==> src/rtl/isqrt_seq.sv <==
`default_nettype none
// ============================================================================
// Module   : isqrt_seq
// Brief    : Digit-by-digit integer square root, one root bit per clock.
//            Optional `exact` flag output built when ISQRT_EXACT_EN is defined.
// Revision : 1.0 - initial release
// ============================================================================
module isqrt_seq #(
    parameter  int IN_W  = 6,
    localparam int OUT_W = IN_W / 2
) (
    input  logic             clk,
    input  logic             rst,
    input  logic             start,
    input  logic [IN_W-1:0]  a,
    output logic             busy,
    output logic             done,
    output logic [OUT_W-1:0] root,
    output logic [OUT_W:0]   rem
`ifdef ISQRT_EXACT_EN
    ,
    output logic             exact
`endif
);

    localparam int RW    = OUT_W + 2;
    localparam int CNT_W = (OUT_W > 1) ? $clog2(OUT_W) : 1;
    localparam logic [CNT_W-1:0] C_LAST = CNT_W'(OUT_W - 1);

    typedef enum logic [1:0] {
        IDLE = 2'd0,
        CALC = 2'd1,
        DONE = 2'd2
    } state_t;

    state_t             state_q, state_d;
    logic [IN_W-1:0]    opd_q, opd_d;
    logic [RW-1:0]      rem_acc_q, rem_acc_d;
    logic [OUT_W-1:0]   root_acc_q, root_acc_d;
    logic [CNT_W-1:0]   cnt_q, cnt_d;
    logic [OUT_W-1:0]   root_q, root_d;
    logic [OUT_W:0]     rem_q, rem_d;

    logic [RW-1:0]      w_acc;
    logic [RW-1:0]      w_trial;
    logic               w_ge;
    logic [RW-1:0]      w_rem_nxt;
    logic [OUT_W-1:0]   w_root_nxt;

    // One restoring step: bring down the next two operand bits and try 4*root+1.
    assign w_acc      = (rem_acc_q << 2) | RW'(opd_q[IN_W-1 -: 2]);
    assign w_trial    = {root_acc_q, 2'b01};
    assign w_ge       = (w_acc >= w_trial);
    assign w_rem_nxt  = w_ge ? (w_acc - w_trial) : w_acc;
    assign w_root_nxt = (root_acc_q << 1) | OUT_W'(w_ge);

    always_comb begin
        state_d    = state_q;
        opd_d      = opd_q;
        rem_acc_d  = rem_acc_q;
        root_acc_d = root_acc_q;
        cnt_d      = cnt_q;
        root_d     = root_q;
        rem_d      = rem_q;
        case (state_q)
            CALC: begin
                opd_d      = opd_q << 2;
                rem_acc_d  = w_rem_nxt;
                root_acc_d = w_root_nxt;
                cnt_d      = cnt_q + 1'b1;
                if (cnt_q == C_LAST) begin
                    state_d = DONE;
                    root_d  = w_root_nxt;
                    rem_d   = w_rem_nxt[OUT_W:0];
                end
            end
            IDLE, DONE: begin
                if (start) begin
                    state_d    = CALC;
                    opd_d      = a;
                    rem_acc_d  = '0;
                    root_acc_d = '0;
                    cnt_d      = '0;
                end else begin
                    state_d = IDLE;
                end
            end
            default: state_d = IDLE;
        endcase
    end

    always_ff @(posedge clk) begin
        if (rst) begin
            state_q    <= IDLE;
            opd_q      <= '0;
            rem_acc_q  <= '0;
            root_acc_q <= '0;
            cnt_q      <= '0;
            root_q     <= '0;
            rem_q      <= '0;
        end else begin
            state_q    <= state_d;
            opd_q      <= opd_d;
            rem_acc_q  <= rem_acc_d;
            root_acc_q <= root_acc_d;
            cnt_q      <= cnt_d;
            root_q     <= root_d;
            rem_q      <= rem_d;
        end
    end

`ifdef ISQRT_EXACT_EN
    logic exact_q;

    // Evaluated from the final remainder so it lands in the same cycle as root.
    always_ff @(posedge clk) begin
        if (rst) begin
            exact_q <= 1'b0;
        end else if (state_q == CALC && cnt_q == C_LAST) begin
            exact_q <= (w_rem_nxt[OUT_W:0] == '0);
        end
    end

    assign exact = exact_q;
`endif

    assign busy = (state_q == CALC);
    assign done = (state_q == DONE);
    assign root = root_q;
    assign rem  = rem_q;

endmodule
`default_nettype wire

==> config.mk <==
export PLATFORM = sky130hd
export DESIGN_NAME = isqrt_seq
export DESIGN_NICKNAME = d
export VERILOG_FILES = /design/src/rtl/isqrt_seq.sv
export SDC_FILE = /design/constraint.sdc
export NUM_CORES = 1
export LEC_CHECK = 0
export ABC_CLOCK_PERIOD_IN_PS = 1900
export CORE_MARGIN = 2
export CORE_UTILIZATION = 39
export DETAILED_ROUTE_END_ITERATION = 6
export GPL_ROUTABILITY_DRIVEN = 0
export PLACE_DENSITY_LB_ADDON = 0.2
export SLEW_MARGIN = 20
export SYNTH_ARGS = -nofsm -noshare
export SYNTH_HDL_FRONTEND = slang
export SYNTH_SLANG_ARGS = --single-unit
==> constraint.sdc <==
create_clock -name clk -period 1.9 [get_ports clk]
set_clock_uncertainty 0.2 [all_clocks]
set_input_delay 0.19 -clock clk [delete_from_list [all_inputs] [get_ports clk]]
set_output_delay 0.19 -clock clk [all_outputs]
set_load 0.005 [all_outputs]
==> results.md <==
* Arrival @ worst endpoint at 1.98 ns
* Ys async rst share at 0%
* DR WL/cell at 13.1 microns
* Most frequent cell after synthesis: nor2_1
* Area share of the largest cell type after synthesis at 42.2%
* PD cells at 827 nW/um^2
* Setup crit end: rem[0]
* Slew @ Worst Pin at 0.345 ns
* Fin. Hold Viols at 0
* Fin nets at 176
* Max Slew Vio Count at 0
* Critical R2R Capture: rem[0]
* Syn avg cell area at 8.80 sq um
* Via Count at 995
* Ant diodes at 0
* Post-synth top area cell: dfxtp_1
* Crit path launch: opd_q[5]
* R2r startpoint: opd_q[5]
* RSZ-0062 raised after global routing: yes
* Most common flop cell mapped by yosys: dfxtp_1
* Reg2Reg Setup Slack at -0.02 ns
* Max FO, Critical Path at 4
* Vias in the first global route at 1,005
* CP startpoint kind: flip-flop
* GRT overflow at 0
* Die H at 56.9 microns
* CTS sink cnt at 23
* Top post-synthesis cells by count: 24 x nor2_1, 23 x dfxtp_1, 8 x mux2i_1, 8 x nand2_1, 7 x a211oi_1
* Initial DRC count at 12
* CTS hold repair buffers at 0
* Hpwl dp at 1840 microns
* Status: finished, violations left
* CTS tree: built
* IO Port Bufs at 17
* Final instance area at 1530 sq um
* Clock root cell: clkbuf_4
* Worst-case reg-to-reg path depth at 7
* Clock slew at reported path FFs at around 0.14 ns
* Die Width at 56.9 microns
* Violated checks: negative setup slack
* Worst hold path class: reg2reg
* First-pass GRT wire length at around 4300 microns
* Register area share after synthesis at 42.2%
* Setup crit end kind: flip-flop
* Top Ports at 18
* Largest net degree at the start of global routing at 14
* Post-synth EDFFs at 0
* WP data required at between 1.5 and 2 ns
* Drt drc at 0
* Initial core utilization at 40.3%
* Synth Warn # at 0
* Slew Limit Headroom at approximately 77%
* CTS max path bufs at 2
* Final min period at 1.92 ns
* Routed Antenna Nets at 0
* Placed cell area at 1380 sq um
* Worst hold stages at 2
* Mapped Area at 1090 sq um
* Pleak at 0.597 nW
* Tot Pwr at 0.00127 W
* Core Box Area at 2710 sq um
* Final worst path period share at 101%
* Netlist cell types at 29
* GRT Overall Usage at 17.4%
* Syn Nets at 139
* Initial antenna violation count at 0
* Min setup slack post-route at -0.0228 ns
* Total CTS buffers at 3
* Max-cap viol count at 0
* Fillers at 275
* Gate Count Post-Synth at 124
* Synth Register Bits at 23
* Drt via density at 5.21
* Area contributors post-synth: dfxtp_1 42%, nor2_1 8.3%, mux2i_1 7.3%
* Worst VDD drop at 481 uV
* Routed Wire Length at 2500 microns
* Setup TNS at -0.0527 ns
* Hold slack final at around 0.26 ns
* Area Overhead vs Synth at 40.6%
* Fraction of layout cells with a size suffix above 1 at 26.3%
* Max Freq at ~520 MHz
* Setup CP Type: reg2reg
* Final setup vio count at 3
* Hold Crit Start: root[2]
* Number of H-tree levels at 1
* Die area at 3240 sq um
* Cell Rows at 19
* DRT Pass-1 Iters at 4
* Util after Layout at 56.6%
* Later-pin clock latency in the skew report at roughly 0.32 ns
layout by cell type, fill, tap and decap left out, types with 4 or more instances in the layout:
cell / instances
nand2_1: 8
a21oi_1: 6
buf_4: 19
dfxtp_2: 7
nor2_1: 24
dfxtp_1: 16
inv_1: 4
a211oi_1: 7
mux2i_1: 6
clkdlybuf4s50_1: 17
registers in the layout, summed over array words and instances (netlist names):
| name | cells |
|---|---|
| cnt_q | 2 |
| state_q | 2 |
| root_acc_q | 3 |
| rem_acc_q | 3 |
| root | 3 |
| opd_q | 6 |
| rem | 4 |
layer usage:
metal | track usage, % | up-vias | wire (microns)
met4 | 6.64 | 0 | 40
met2 | 31.5 | 26 | 1250
met5 | 0 | - | 0
met1 | 19.5 | 460 | 1110
met3 | 3.69 | 6 | 109
li1 | - | 503 | -
power breakdown:
group	total (W)	switching, W	internal [W]
Combinational	0.000495	0.000224	0.000271
Sequential	0.000542	0.0000262	0.000515
Clock	0.000232	0.000153	0.0000787
Total	0.00127	0.000403	0.000865
layout make-up:
class / instances / area, sq um / area share [%]
clock buffers: 3 / 22.5 / 1.47
clock inverters: 1 / 5.00 / 0.326
inverters: 7 / 31.3 / 2.04
multi-input cells: 89 / 643 / 41.9
flip-flops and latches: 23 / 469 / 30.6
well taps: 31 / 38.8 / 2.53
repair buffers: 37 / 324 / 21.1
through the flow:
step | std cells | setup slack, ns
after floorplan | 124 | 0.00731
after global placement | 180 | -0.0122
after detailed placement | 180 | -0.0759
after CTS | 187 | -0.0133
after global routing | 191 | -0.101
final | 191 | -0.0228
worst min path at each step:
stage                    to
finish              root[2]
global route        root[2]
CTS                 root[2]
detailed placement  root[2]
global placement    root[2]
floorplan            rem[0]
critical path, stage by stage (launching register included):
cell and delay [ns]:
dfxtp_2 0.35, inv_2 0.05, ha_4 0.15, nor4_4 0.23, o21bai_1 0.14, a21o_1 0.26
or4_1 0.42, nand3_1 0.08
repair_timing:
action                     4_1_cts  5_1_grt
pin swaps                        7        5
setup buffers                    3        4
setup endpoints to repair        7        8
gates resized for setup         16        4
kinds of logic (layout without fill, tap and decap cells):
family | Yosys count | in the layout | share of synthesized area [%]
AO/OA/AOI/OAI | 30 | 30 | 18.8
multiplexers | 8 | 8 | 7.34
buffers and inverters | 12 | 48 | 4.82
AND/OR/NAND/NOR | 42 | 42 | 17.5
flip-flops | 23 | 23 | 42.2
adder cells (fa/ha/maj) | 6 | 6 | 6.88
XOR/XNOR | 3 | 3 | 2.41
(Power assumes the default switching activity.)
